--- src/rtl/mm_seq.sv ---
// mm_seq: Wishbone-master sequencer that feeds one 4x4 matrix-multiply job
// (16 B words then 16 A words) from SRAM into the mm accelerator, waits for
// completion, and copies the 16 results back into SRAM.
module mm_seq #(
   parameter logic [31:0] MM_WR_ADDR = 32'h3830_0000,
   parameter logic [31:0] MM_RD_ADDR = 32'h3830_0010,
   parameter int          AW         = 12,
   parameter int          TIMEOUT    = 255
) (
   input  logic          wb_clk_i,
   input  logic          wb_rst_i,
   input  logic          start_i,
   input  logic [AW-1:0] src_base_i,
   input  logic [AW-1:0] dst_base_i,
   output logic          mem_en_o,
   output logic          mem_we_o,
   output logic [AW-1:0] mem_addr_o,
   output logic [31:0]   mem_wdata_o,
   input  logic [31:0]   mem_rdata_i,
   output logic          wbm_cyc_o,
   output logic          wbm_stb_o,
   output logic          wbm_we_o,
   output logic [3:0]    wbm_sel_o,
   output logic [31:0]   wbm_adr_o,
   output logic [31:0]   wbm_dat_o,
   input  logic          wbm_ack_i,
   input  logic [31:0]   wbm_dat_i,
   input  logic          mm_ready_i,
   input  logic          mm_done_i,
   output logic          busy_o,
   output logic          done_o,
   output logic          err_o
);

   localparam int TW = (TIMEOUT < 1) ? 1 : $clog2(TIMEOUT + 1);

   localparam logic [3:0] S_IDLE      = 4'd0;
   localparam logic [3:0] S_WAIT_RDY  = 4'd1;
   localparam logic [3:0] S_MEM_RD    = 4'd2;
   localparam logic [3:0] S_MEM_LAT   = 4'd3;
   localparam logic [3:0] S_MM_WR     = 4'd4;
   localparam logic [3:0] S_GAP       = 4'd5;
   localparam logic [3:0] S_WAIT_DONE = 4'd6;
   localparam logic [3:0] S_MM_RD     = 4'd7;
   localparam logic [3:0] S_MEM_WR    = 4'd8;
   localparam logic [3:0] S_DONE      = 4'd9;
   localparam logic [3:0] S_ERR       = 4'd10;

   logic [3:0]    state_q,   state_d;
   logic [4:0]    in_cnt_q,  in_cnt_d;
   logic [3:0]    out_cnt_q, out_cnt_d;
   logic [TW-1:0] tcnt_q,    tcnt_d;
   logic [AW-1:0] src_q,     src_d;
   logic [AW-1:0] dst_q,     dst_d;
   logic [31:0]   wdat_q,    wdat_d;
   logic [31:0]   rdat_q,    rdat_d;
   logic          done_q,    done_d;
   logic          err_q,     err_d;
   logic          timed_state;
   logic          tmo_hit;

   // Next-state, counters and data capture for the job sequence
   always_comb begin
      state_d   = state_q;
      in_cnt_d  = in_cnt_q;
      out_cnt_d = out_cnt_q;
      src_d     = src_q;
      dst_d     = dst_q;
      wdat_d    = wdat_q;
      rdat_d    = rdat_q;
      done_d    = done_q;
      err_d     = err_q;
      tmo_hit   = (tcnt_q == TW'(TIMEOUT));
      timed_state = (state_q == S_WAIT_RDY) || (state_q == S_MM_WR) ||
                    (state_q == S_WAIT_DONE) || (state_q == S_MM_RD);
      case (state_q)
         S_IDLE, S_DONE, S_ERR: begin
            if (start_i) begin
               src_d     = src_base_i;
               dst_d     = dst_base_i;
               done_d    = 1'b0;
               err_d     = 1'b0;
               in_cnt_d  = '0;
               out_cnt_d = '0;
               state_d   = S_WAIT_RDY;
            end
         end
         S_WAIT_RDY: begin
            if (mm_ready_i)   state_d = S_MEM_RD;
            else if (tmo_hit) begin state_d = S_ERR; err_d = 1'b1; end
         end
         S_MEM_RD:  state_d = S_MEM_LAT;
         S_MEM_LAT: begin
            wdat_d  = mem_rdata_i;
            state_d = S_MM_WR;
         end
         // ack is checked before the timeout so a last-cycle ack still counts
         S_MM_WR: begin
            if (wbm_ack_i)    state_d = S_GAP;
            else if (tmo_hit) begin state_d = S_ERR; err_d = 1'b1; end
         end
         // strobe-low cycle: mm latches on rising strobe edges
         S_GAP: begin
            in_cnt_d = in_cnt_q + 5'd1;
            state_d  = (in_cnt_q == 5'd31) ? S_WAIT_DONE : S_MEM_RD;
         end
         S_WAIT_DONE: begin
            if (mm_done_i)    state_d = S_MM_RD;
            else if (tmo_hit) begin state_d = S_ERR; err_d = 1'b1; end
         end
         // leave on the first ack so mm sees exactly one acked cycle per result
         S_MM_RD: begin
            if (wbm_ack_i) begin
               rdat_d  = wbm_dat_i;
               state_d = S_MEM_WR;
            end else if (tmo_hit) begin
               state_d = S_ERR;
               err_d   = 1'b1;
            end
         end
         S_MEM_WR: begin
            out_cnt_d = out_cnt_q + 4'd1;
            if (out_cnt_q == 4'd15) begin
               state_d = S_DONE;
               done_d  = 1'b1;
            end else begin
               state_d = S_MM_RD;
            end
         end
         default: state_d = S_IDLE;
      endcase
      // any state change (including MEM_WR -> MM_RD re-entry) restarts the timer
      if (state_d != state_q) tcnt_d = '0;
      else if (timed_state)   tcnt_d = tcnt_q + TW'(1);
      else                    tcnt_d = tcnt_q;
   end

   // State and datapath registers with synchronous reset
   always_ff @(posedge wb_clk_i) begin
      if (wb_rst_i) begin
         state_q   <= S_IDLE;
         in_cnt_q  <= '0;
         out_cnt_q <= '0;
         tcnt_q    <= '0;
         src_q     <= '0;
         dst_q     <= '0;
         wdat_q    <= '0;
         rdat_q    <= '0;
         done_q    <= 1'b0;
         err_q     <= 1'b0;
      end else begin
         state_q   <= state_d;
         in_cnt_q  <= in_cnt_d;
         out_cnt_q <= out_cnt_d;
         tcnt_q    <= tcnt_d;
         src_q     <= src_d;
         dst_q     <= dst_d;
         wdat_q    <= wdat_d;
         rdat_q    <= rdat_d;
         done_q    <= done_d;
         err_q     <= err_d;
      end
   end

   // Bus and SRAM outputs decoded from the current state; idle values are 0
   always_comb begin
      mem_en_o    = 1'b0;
      mem_we_o    = 1'b0;
      mem_addr_o  = '0;
      mem_wdata_o = '0;
      wbm_stb_o   = 1'b0;
      wbm_we_o    = 1'b0;
      wbm_adr_o   = '0;
      wbm_dat_o   = '0;
      case (state_q)
         S_MEM_RD: begin
            mem_en_o   = 1'b1;
            mem_addr_o = src_q + AW'(in_cnt_q);
         end
         S_MM_WR: begin
            wbm_stb_o = 1'b1;
            wbm_we_o  = 1'b1;
            wbm_adr_o = MM_WR_ADDR;
            wbm_dat_o = wdat_q;
         end
         S_MM_RD: begin
            wbm_stb_o = 1'b1;
            wbm_adr_o = MM_RD_ADDR;
         end
         S_MEM_WR: begin
            mem_en_o    = 1'b1;
            mem_we_o    = 1'b1;
            mem_addr_o  = dst_q + AW'(out_cnt_q);
            mem_wdata_o = rdat_q;
         end
         default: ;
      endcase
      wbm_cyc_o = wbm_stb_o;
      wbm_sel_o = 4'hF;
      busy_o    = (state_q != S_IDLE) && (state_q != S_DONE) && (state_q != S_ERR);
      done_o    = done_q;
      err_o     = err_q;
   end

endmodule

--- config.mk ---
export PLATFORM = sky130hd
export DESIGN_NAME = mm_seq
export DESIGN_NICKNAME = d
export VERILOG_FILES = /design/src/rtl/mm_seq.sv
export SDC_FILE = /design/constraint.sdc
export NUM_CORES = 1
export LEC_CHECK = 0
export BUFFER_PORTS_ARGS = -buffer_cell sky130_fd_sc_hd__buf_4
export CAP_MARGIN = 10
export CORE_MARGIN = 10
export CORE_UTILIZATION = 50
export DETAILED_ROUTE_END_ITERATION = 7
export GPL_TIMING_DRIVEN = 0
export PLACE_DENSITY = 0.87
export SYNTH_ARGS = -nofsm -noshare
export SYNTH_HDL_FRONTEND = slang
export SYNTH_SLANG_ARGS = --single-unit
--- constraint.sdc ---
create_clock -name wb_clk_i -period 2.2 [get_ports wb_clk_i]
set_input_delay 0.11 -clock wb_clk_i [delete_from_list [all_inputs] [get_ports wb_clk_i]]
set_output_delay 0.11 -clock wb_clk_i [all_outputs]
set_load 0.01 [all_outputs]
==> results of run 1 <==
[state kept, by name (all words and copies together) (netlist names)]
register and cells:
in_cnt_q 5, err_o 1, dst_q 12, rdat_q 32, tcnt_q 8, src_q 12
out_cnt_q 4, done_o 1, wdat_q 32, state_q 4
[final cells by class]
cell class	instances	area share
multi-input combinational	589	0.409
sequential	111	0.275
timing repair buffer	201	0.188
buffer	84	0.0647
clock buffer	10	0.0281
tap	143	0.0220
clock inverter	6	0.00768
inverter	12	0.00584
[placed cells by master (no fill, tap or decap), types with 10 or more instances in the layout]
master    instances
nand3_1          10
nor2_1           27
conb_1           30
nand2_1         195
and2_1           67
xor2_1           12
buf_2            14
o22ai_1          10
xnor2_1          15
inv_1            10
clkbuf_1         24
a21oi_1         107
dfxtp_1         102
buf_4           234
[kinds of logic (layout without fill, tap and decap cells)]
group | count (synthesis) | after routing | synth area share
AND/OR/NAND/NOR | 359 | 359 | 0.298
AO/OA/AOI/OAI | 158 | 158 | 0.153
buffers and inverters | 96 | 313 | 0.0904
adder cells (fa/ha/maj) | 15 | 15 | 0.0348
flip-flops | 111 | 111 | 0.381
other | 2 | 30 | 0.00129
XOR/XNOR | 27 | 27 | 0.0406
[critical path, delay by kind of cell (launching register included)]
kind	cells	cell delay, ns
xor+xnor	1	0.15
fa+ha+maj	2	0.48
simple gates	1	0.14
buf+inv	2	0.18
flops	1	0.37
compound gates	4	0.63
[final timing paths]
path,slack [ns],endpoint,startpoint,depth (start not counted)
max,-0.22,mem_addr_o[10],in_cnt_q[0],10
max reg2reg,0.13,rdat_q[29],state_q[3],8
min,-0.002,rdat_q[28],wbm_dat_i[28],3
min reg2reg,0.45,rdat_q[22],rdat_q[22],2
[power breakdown]
group / total [mW] / internal, mW / switching [mW]
sequential: 2.13 / 2.07 / 0.0578
combinational: 0.715 / 0.330 / 0.385
clock: 1.64 / 0.804 / 0.835
total: 4.48 / 3.20 / 1.28
[per-stage QoR]
step,setup TNS (ns),cell area (um2),utilization
2_1_floorplan,0,5930,-
3_3_place_gp,-0.674,7480,0.655
3_5_place_dp,-0.734,7480,0.655
4_1_cts,-1.05,7970,0.698
5_1_grt,-1.40,8140,0.713
6_report,-0.765,8140,0.713
[layer usage]
metal	share of wire	GRT usage
met4	0.019	0.0450
met5	0	0
met3	0.12	0.106
met1	0.38	0.236
met2	0.49	0.359
[timing repair]
item | CTS | global route
pin swaps | 17 | 18
hold buffers | 2 | 0
setup buffers | 8 | 11
hold endpoints to repair | 2 | 0
endpoints found under the setup margin | 77 | 77
resized for setup | 40 | 25
==> metrics.csv, run 1 <==
metric;value;unit
status;complete, but fails checks;
violations;negative hold slack, negative setup slack;
grt.overflow.total;0;
slowest_delay;0.37;ns
ys_async_sr_fraction;0;
worst_pin_slew;0.713;ns
fin_hold_ws;-0.00203;ns
ys_warn_count;0;
p_per_area;550;nW/um2
antenna_found_initial;0;
synth_cell_type_count;56;
drive_gt1_frac;0.314;
cp_slowest_cell;dfxtp_4;
fp-row-count;39;
cts.sinks;111;
period_needed;2.42;ns
grt_start_max_net_pins;21;
synth_flop_cell;dfxtp_1;
synth_top_area_frac;0.381;
wl_per_cell;16.5;um
drt_iter0_markers;435;
cap_viol_max_count;0;
start_util;0.511;
power.leakage;3.50;nW
cts_root_buf;clkbuf_16;
cts_buffer_depth;2;
finalSetupViolCount;8;
arrival;2.31;ns
port_buffers;182;
stdcell_count;1156;
cts_tree;built;
dp_cells;1121;
clk_latency;0.35;ns
die-height;128;um
yosys.area.top_type;dfxtp_1;
worstSetupPathType;reg -> out;
crit_required;2.09;ns
final_nets;1117;
ir_drop;520;uV
hold_viol_final;2;
synth.area.top_cells;dfxtp_1 (38%), nand2_1 (13%), a21oi_1 (9.4%), and2_1 (7.2%), buf_4 (5.0%);
fin_ws;-0.219;ns
grt_pass1_wl;28900;um
crit_chain;ha_4, inv_2, fa_2, nor2b_2, o21ai_2, a21boi_2, o211ai_1, xor2_1, o22ai_1, buf_4;
slew_viol_final;0;
hp-class;in -> reg;
ant_nets;0;
via_per_inst;5.19;
fillers;890;
ys_ff_latch;111;
ioPinCount;214;
vias;6000;
grt_pass1_vias;5780;
die-area;16400;um2
routabilityCongestion;0.934;
clock_skew;0.00945;ns
die_w;128;um
start_kind;flip-flop;
cts.clk_slew.worst_paths;0.08;ns
syn_to_final_growth;39.7;%
drcViolationCount;0;
seq_area;2240;um2
finalPower;4.48;mW
core;11400;um2
synthCells;768;
antenna_cells;0;
synth-edff-count;0;
grt.total_usage;0.213;
pre_cts_ws;-0.261;ns
path_max_fanout;4;
synth_most_common_cell;nand2_1;
critPathCaptureType;output port;
fin_crit_sh;1.10;
wirelength;19100;um
fmax;413;MHz
avgSynthCellArea;7.59;um2
synth_area;5830;um2
grt_setup_unrepaired;yes;
seq_area_frac_synth;0.381;
htreeDepth;3;
numCtsBuffers;9;
relSlewSlack;0.524;
multi_input_area;3330;um2
firstDrtPassIters;5;
place_hpwl;13900;um
synthTopCellsByCount;nand2_1 (195), dfxtp_1 (111), a21oi_1 (110);
Note: power is estimated with default switching activity, not from simulation.
==> run 2, diff against run 1 <==
==> constraint.sdc (replaced) <==
create_clock -name wb_clk_i -period 2.34 [get_ports wb_clk_i]
set_input_delay 0.117 -clock wb_clk_i [delete_from_list [all_inputs] [get_ports wb_clk_i]]
set_output_delay 0.117 -clock wb_clk_i [all_outputs]
set_load 0.01 [all_outputs]
==> metrics.csv, run 2 (synthesis gave the netlist of run 1 again) <==
metric;value;unit
fin_crit_sh;1.06;
cts.sinks;111;
r2r_slack;0.23;ns
critPathCaptureType;output port;
die_w;128;um
wl_per_cell;16.0;um
cts_root_buf;clkbuf_16;
cap_viol_max_count;0;
p_switching;1.18;mW
core;11400;um2
fin_util;0.697;
violations;negative setup slack;
firstDrtPassIters;5;
final_common_cell;buf_4;
clock_skew;0.00834;ns
wirelength;18300;um
final_nets;1105;
drive_gt1_frac;0.300;
ant_nets;0;
pwr-share-comb;0.156;
antenna_cells;0;
port_buffers;182;
place_hpwl;13900;um
grt_pass1_wl;28200;um
path_max_fanout;4;
via_per_inst;5.14;
grt_pass1_vias;5646;
numCtsBuffers;9;
htreeDepth;3;
ioPinCount;214;
routabilityCongestion;0.934;
r2r-end;tcnt_q[3];
rr_worst_depth;9;
hold_depth;3;
status;complete, but fails checks;
cts.clk_slew.worst_paths;0.08;ns
arrival;2.37;ns
slowest_delay;0.37;ns
ir_drop;491;uV
cpLargestDelayFamily;compound AO/OA/AOI/OAI gates;
hp-class;in -> reg;
worst_pin_slew;0.611;ns
mostFrequentLayoutCells;buf_4 (227), nand2_1 (194), a21oi_1 (108);
hold_end;rdat_q[28];
cts_tree;built;
worstSetupPathType;reg -> out;
crit_buf_inv;3;
grt_start_max_net_pins;21;
drt_iter0_markers;427;
grt.overflow.total;0;
grt_setup_unrepaired;yes;
syn_to_final_growth;36.5;%
die-height;128;um
grt.total_usage;0.207;
cts_hold_buf;0;
p_per_area;526;nW/um2
fp-row-count;39;
timing.rr.start;state_q[3];
reg_top3;rdat_q (32), wdat_q (32);
fmax;402;MHz
cp_slowest_cell;dfxtp_4;
vias;5883;
fin_setup_tns;-0.328;ns
fin_ws;-0.150;ns
start_util;0.511;
worstHoldStart;wbm_dat_i[28];
clk_latency;0.35;ns
relSlewSlack;0.593;
power.leakage;3.41;nW
drcViolationCount;0;
swShare;0.283;
cts_buffer_depth;2;
p_int;3.00;mW
finalPower;4.19;mW
sequentialPowerShare;0.477;
crit_chain;ha_4, inv_2, fa_2, nor2b_2, o21ai_2, a21boi_2, buf_4, o21ai_2, xor2_1, o22ai_1, buf_4;
hold_viol_final;0;
p_clk_frac;0.367;
finalSetupViolCount;3;
antenna_found_initial;0;
crit_required;2.22;ns
slew_viol_final;0;
start_kind;flip-flop;
die-area;16400;um2
period_needed;2.49;ns
## run 2: cell types whose count changed in the layout (fill, tap and decap cells not counted), moves of 2 or more
cell | before | now
dlygate4sd3_1 | 2 | 0
buf_4 | 234 | 227
clkbuf_4 | 2 | 0
dfxtp_2 | 6 | 4
dfxtp_1 | 102 | 104
## run 2: per-stage QoR
stage                     cells  hold WS [ns]  instance area [um2]  worst slack (ns)
after CTS                  1142       0.00650                 7860           -0.0888
after detailed placement   1121         0.372                 7480            -0.128
after global routing       1144       0.00952                 7960            -0.216
final                      1144       0.00293                 7960            -0.150
after floorplan             796         0.253                 5930             0.222
after global placement     1121         0.363                 7480            -0.104
## run 2: what timing repair did
item,CTS,global route
endpoints found under the setup margin,37,84
buffers inserted,5,3
pin swaps,7,12
resized for setup,22,28
## run 2: power groups by stage
stage | Clock [mW] | Sequential (mW) | Combinational (mW)
global placement | 0 | 2.04 | 0.619
CTS | 1.56 | 1.99 | 0.635
floorplan | 0 | 2.03 | 0.390
detailed placement | 0 | 2.04 | 0.628
finish | 1.53 | 2.00 | 0.653
global route | 1.62 | 2.00 | 0.717
## run 2: metal layers
metal / global-route usage / wire [um]
met1: 0.230 / 6920
met2: 0.348 / 8850
met3: 0.106 / 2210
met4: 0.0430 / 361
met5: 0 / 0
## run 2: worst max path at each step
stage                     cells past startpoint        start        endpoint  slack, ns
final                                        11  in_cnt_q[0]   mem_addr_o[6]      -0.15
after global routing                         11  in_cnt_q[0]   mem_addr_o[6]      -0.22
after CTS                                    10  in_cnt_q[0]  mem_addr_o[10]      -0.09
after detailed placement                     10  in_cnt_q[0]   mem_addr_o[8]      -0.13
after global placement                       10  in_cnt_q[0]  mem_addr_o[10]      -0.10
after floorplan                               9  in_cnt_q[0]   mem_addr_o[8]       0.22
## run 2: area by class of cell
cell class	count	area [um2]
tap	143	179
timing repair buffer	189	1420
clock inverter	6	62.6
multi-input combinational	589	3270
clock buffer	10	229
buffer	84	510
fill	939	3460
sequential	111	2240
inverter	12	45.0
## run 2: tightest hold or removal path: cells and delay by family
kind	cells	cell delay [ns]
buf+inv	1	0.11
simple gates	1	0.04
compound gates	1	0.05
==> run 3, diff against run 2 <==
--- a/config.mk
+++ b/config.mk
@@ -12,6 +12,7 @@
 export DETAILED_ROUTE_END_ITERATION = 7
 export GPL_TIMING_DRIVEN = 0
 export PLACE_DENSITY = 0.87
+export REMOVE_ABC_BUFFERS = 1
 export SYNTH_ARGS = -nofsm -noshare
 export SYNTH_HDL_FRONTEND = slang
 export SYNTH_SLANG_ARGS = --single-unit
==> metrics.csv, run 3 (synthesis gave the netlist of run 1 again) <==
metric;value;unit
status;complete, but fails checks;
violations;negative setup slack;
grt_pass1_wl;27600;um
grt_setup_unrepaired;yes;
cts_root_buf;clkbuf_16;
vias;5676;
clk_latency;0.36;ns
critPathCaptureType;output port;
cap_viol_max_count;0;
cts_buffer_depth;2;
p_per_area;522;nW/um2
fmax;407;MHz
fp-row-count;39;
cts.clk_slew.worst_paths;0.08;ns
fin_setup_tns;-0.393;ns
worstSetupPathType;reg -> out;
die-height;128;um
start_util;0.511;
pre_cts_ws;-0.807;ns
r2r_slack;0.17;ns
seq_area;2240;um2
fin_crit_sh;1.05;
fin_ws;-0.115;ns
ir_drop;520;uV
drt_iter0_markers;370;
core;11400;um2
fillers;905;
start_kind;flip-flop;
die-area;16400;um2
hp-class;in -> reg;
routabilityCongestion;0.888;
clock_skew;0.0124;ns
firstDrtPassIters;5;
arrival;2.34;ns
cts.sinks;111;
cp_slowest_cell;dfxtp_2;
cts_tree;built;
dp_cells;1040;
wirelength;17600;um
crit_buf_inv;2;
numCtsBuffers;9;
crit_required;2.22;ns
mostFrequentLayoutCells;nand2_1 (193), buf_4 (187), a21oi_1 (109);
final_common_cell;nand2_1;
port_buffers;183;
ioPinCount;214;
power.leakage;3.25;nW
via_per_inst;5.16;
syn_to_final_growth;34.8;%
crit_chain;ha_4, inv_2, fa_2, nor2b_2, o21ai_2, a21boi_2, o2111ai_2, xor2_1, o22ai_1, buf_4;
grt.total_usage;0.205;
path_max_fanout;4;
grt.overflow.total;0;
cpLargestDelayFamily;compound AO/OA/AOI/OAI gates;
grt_pass1_vias;5448;
drcViolationCount;0;
slew_viol_final;0;
place_hpwl;11400;um
finalSetupViolCount;4;
worst_pin_slew;1.12;ns
hold_viol_final;0;
final_nets;1061;
antenna_found_initial;0;
stdcell_count;1100;
htreeDepth;3;
relSlewSlack;0.251;
multi_input_area;3280;um2
ant_nets;0;
hold_depth;3;
rr_worst_depth;7;
slowest_delay;0.36;ns
period_needed;2.46;ns
wl_per_cell;16.0;um
cp.depth;10;
reg_top3;rdat_q (32), wdat_q (32);
die_w;128;um
finalPower;4.10;mW
grt_start_max_net_pins;105;
drive_gt1_frac;0.251;
run 3: per-stage QoR:
step,utilization,cell area [um2],hold slack (ns)
floorplan,-,5450,0.186
global placement,0.614,7010,0.363
detailed placement,0.617,7050,0.372
CTS,0.684,7810,0.0000440
global route,0.688,7850,0.00212
finish,0.688,7860,0.00555
run 3: final cells by class:
class | count | share of cell area
antenna | 1 | 0.000319
multi-input combinational | 590 | 0.418
sequential | 111 | 0.285
inverter | 12 | 0.00669
clock buffer | 10 | 0.0304
clock inverter | 5 | 0.00526
timing repair buffer | 228 | 0.232
tap | 143 | 0.0228
run 3: worst paths after layout:
kind,endpoint,start
worst max-delay path,mem_addr_o[8],in_cnt_q[0]
worst min-delay path,rdat_q[13],wbm_dat_i[13]
worst max register to register,tcnt_q[3],state_q[2]
worst min register to register,wdat_q[6],wdat_q[6]
run 3: worst reg2reg max path, cell delays in order, from the launching register on:
cell and delay (ns):
dfxtp_4 0.42, nand2b_2 0.24, or3_4 0.47, inv_8 0.22, a2111oi_4 0.12, a21oi_1 0.28
nand4b_4 0.21, nor2_1 0.14
run 3: power by group:
part,internal (mW),leakage (nW),switching (mW)
logic,0.290,2.20,0.315
clock network,0.758,0.137,0.718
registers,1.95,0.903,0.0741
total,2.99,3.25,1.11
run 3: per-layer routing:
metal	share of wire	GRT usage	up-vias
met1	0.38	0.231	2609
met2	0.52	0.348	199
met3	0.086	0.0844	23
li1	-	-	2845
met5	0	0	-
met4	0.017	0.0576	0
run 3: what timing repair did:
| action | 4_1_cts | 5_1_grt |
|---|---|---|
| setup endpoints to repair | 183 | 22 |
| hold endpoints to repair | 39 | 0 |
| pin swaps | 7 | 7 |
| resized for setup | 30 | 7 |
| hold buffers | 39 | 0 |
| gates cloned | 1 | 0 |
| buffers inserted | 3 | 1 |
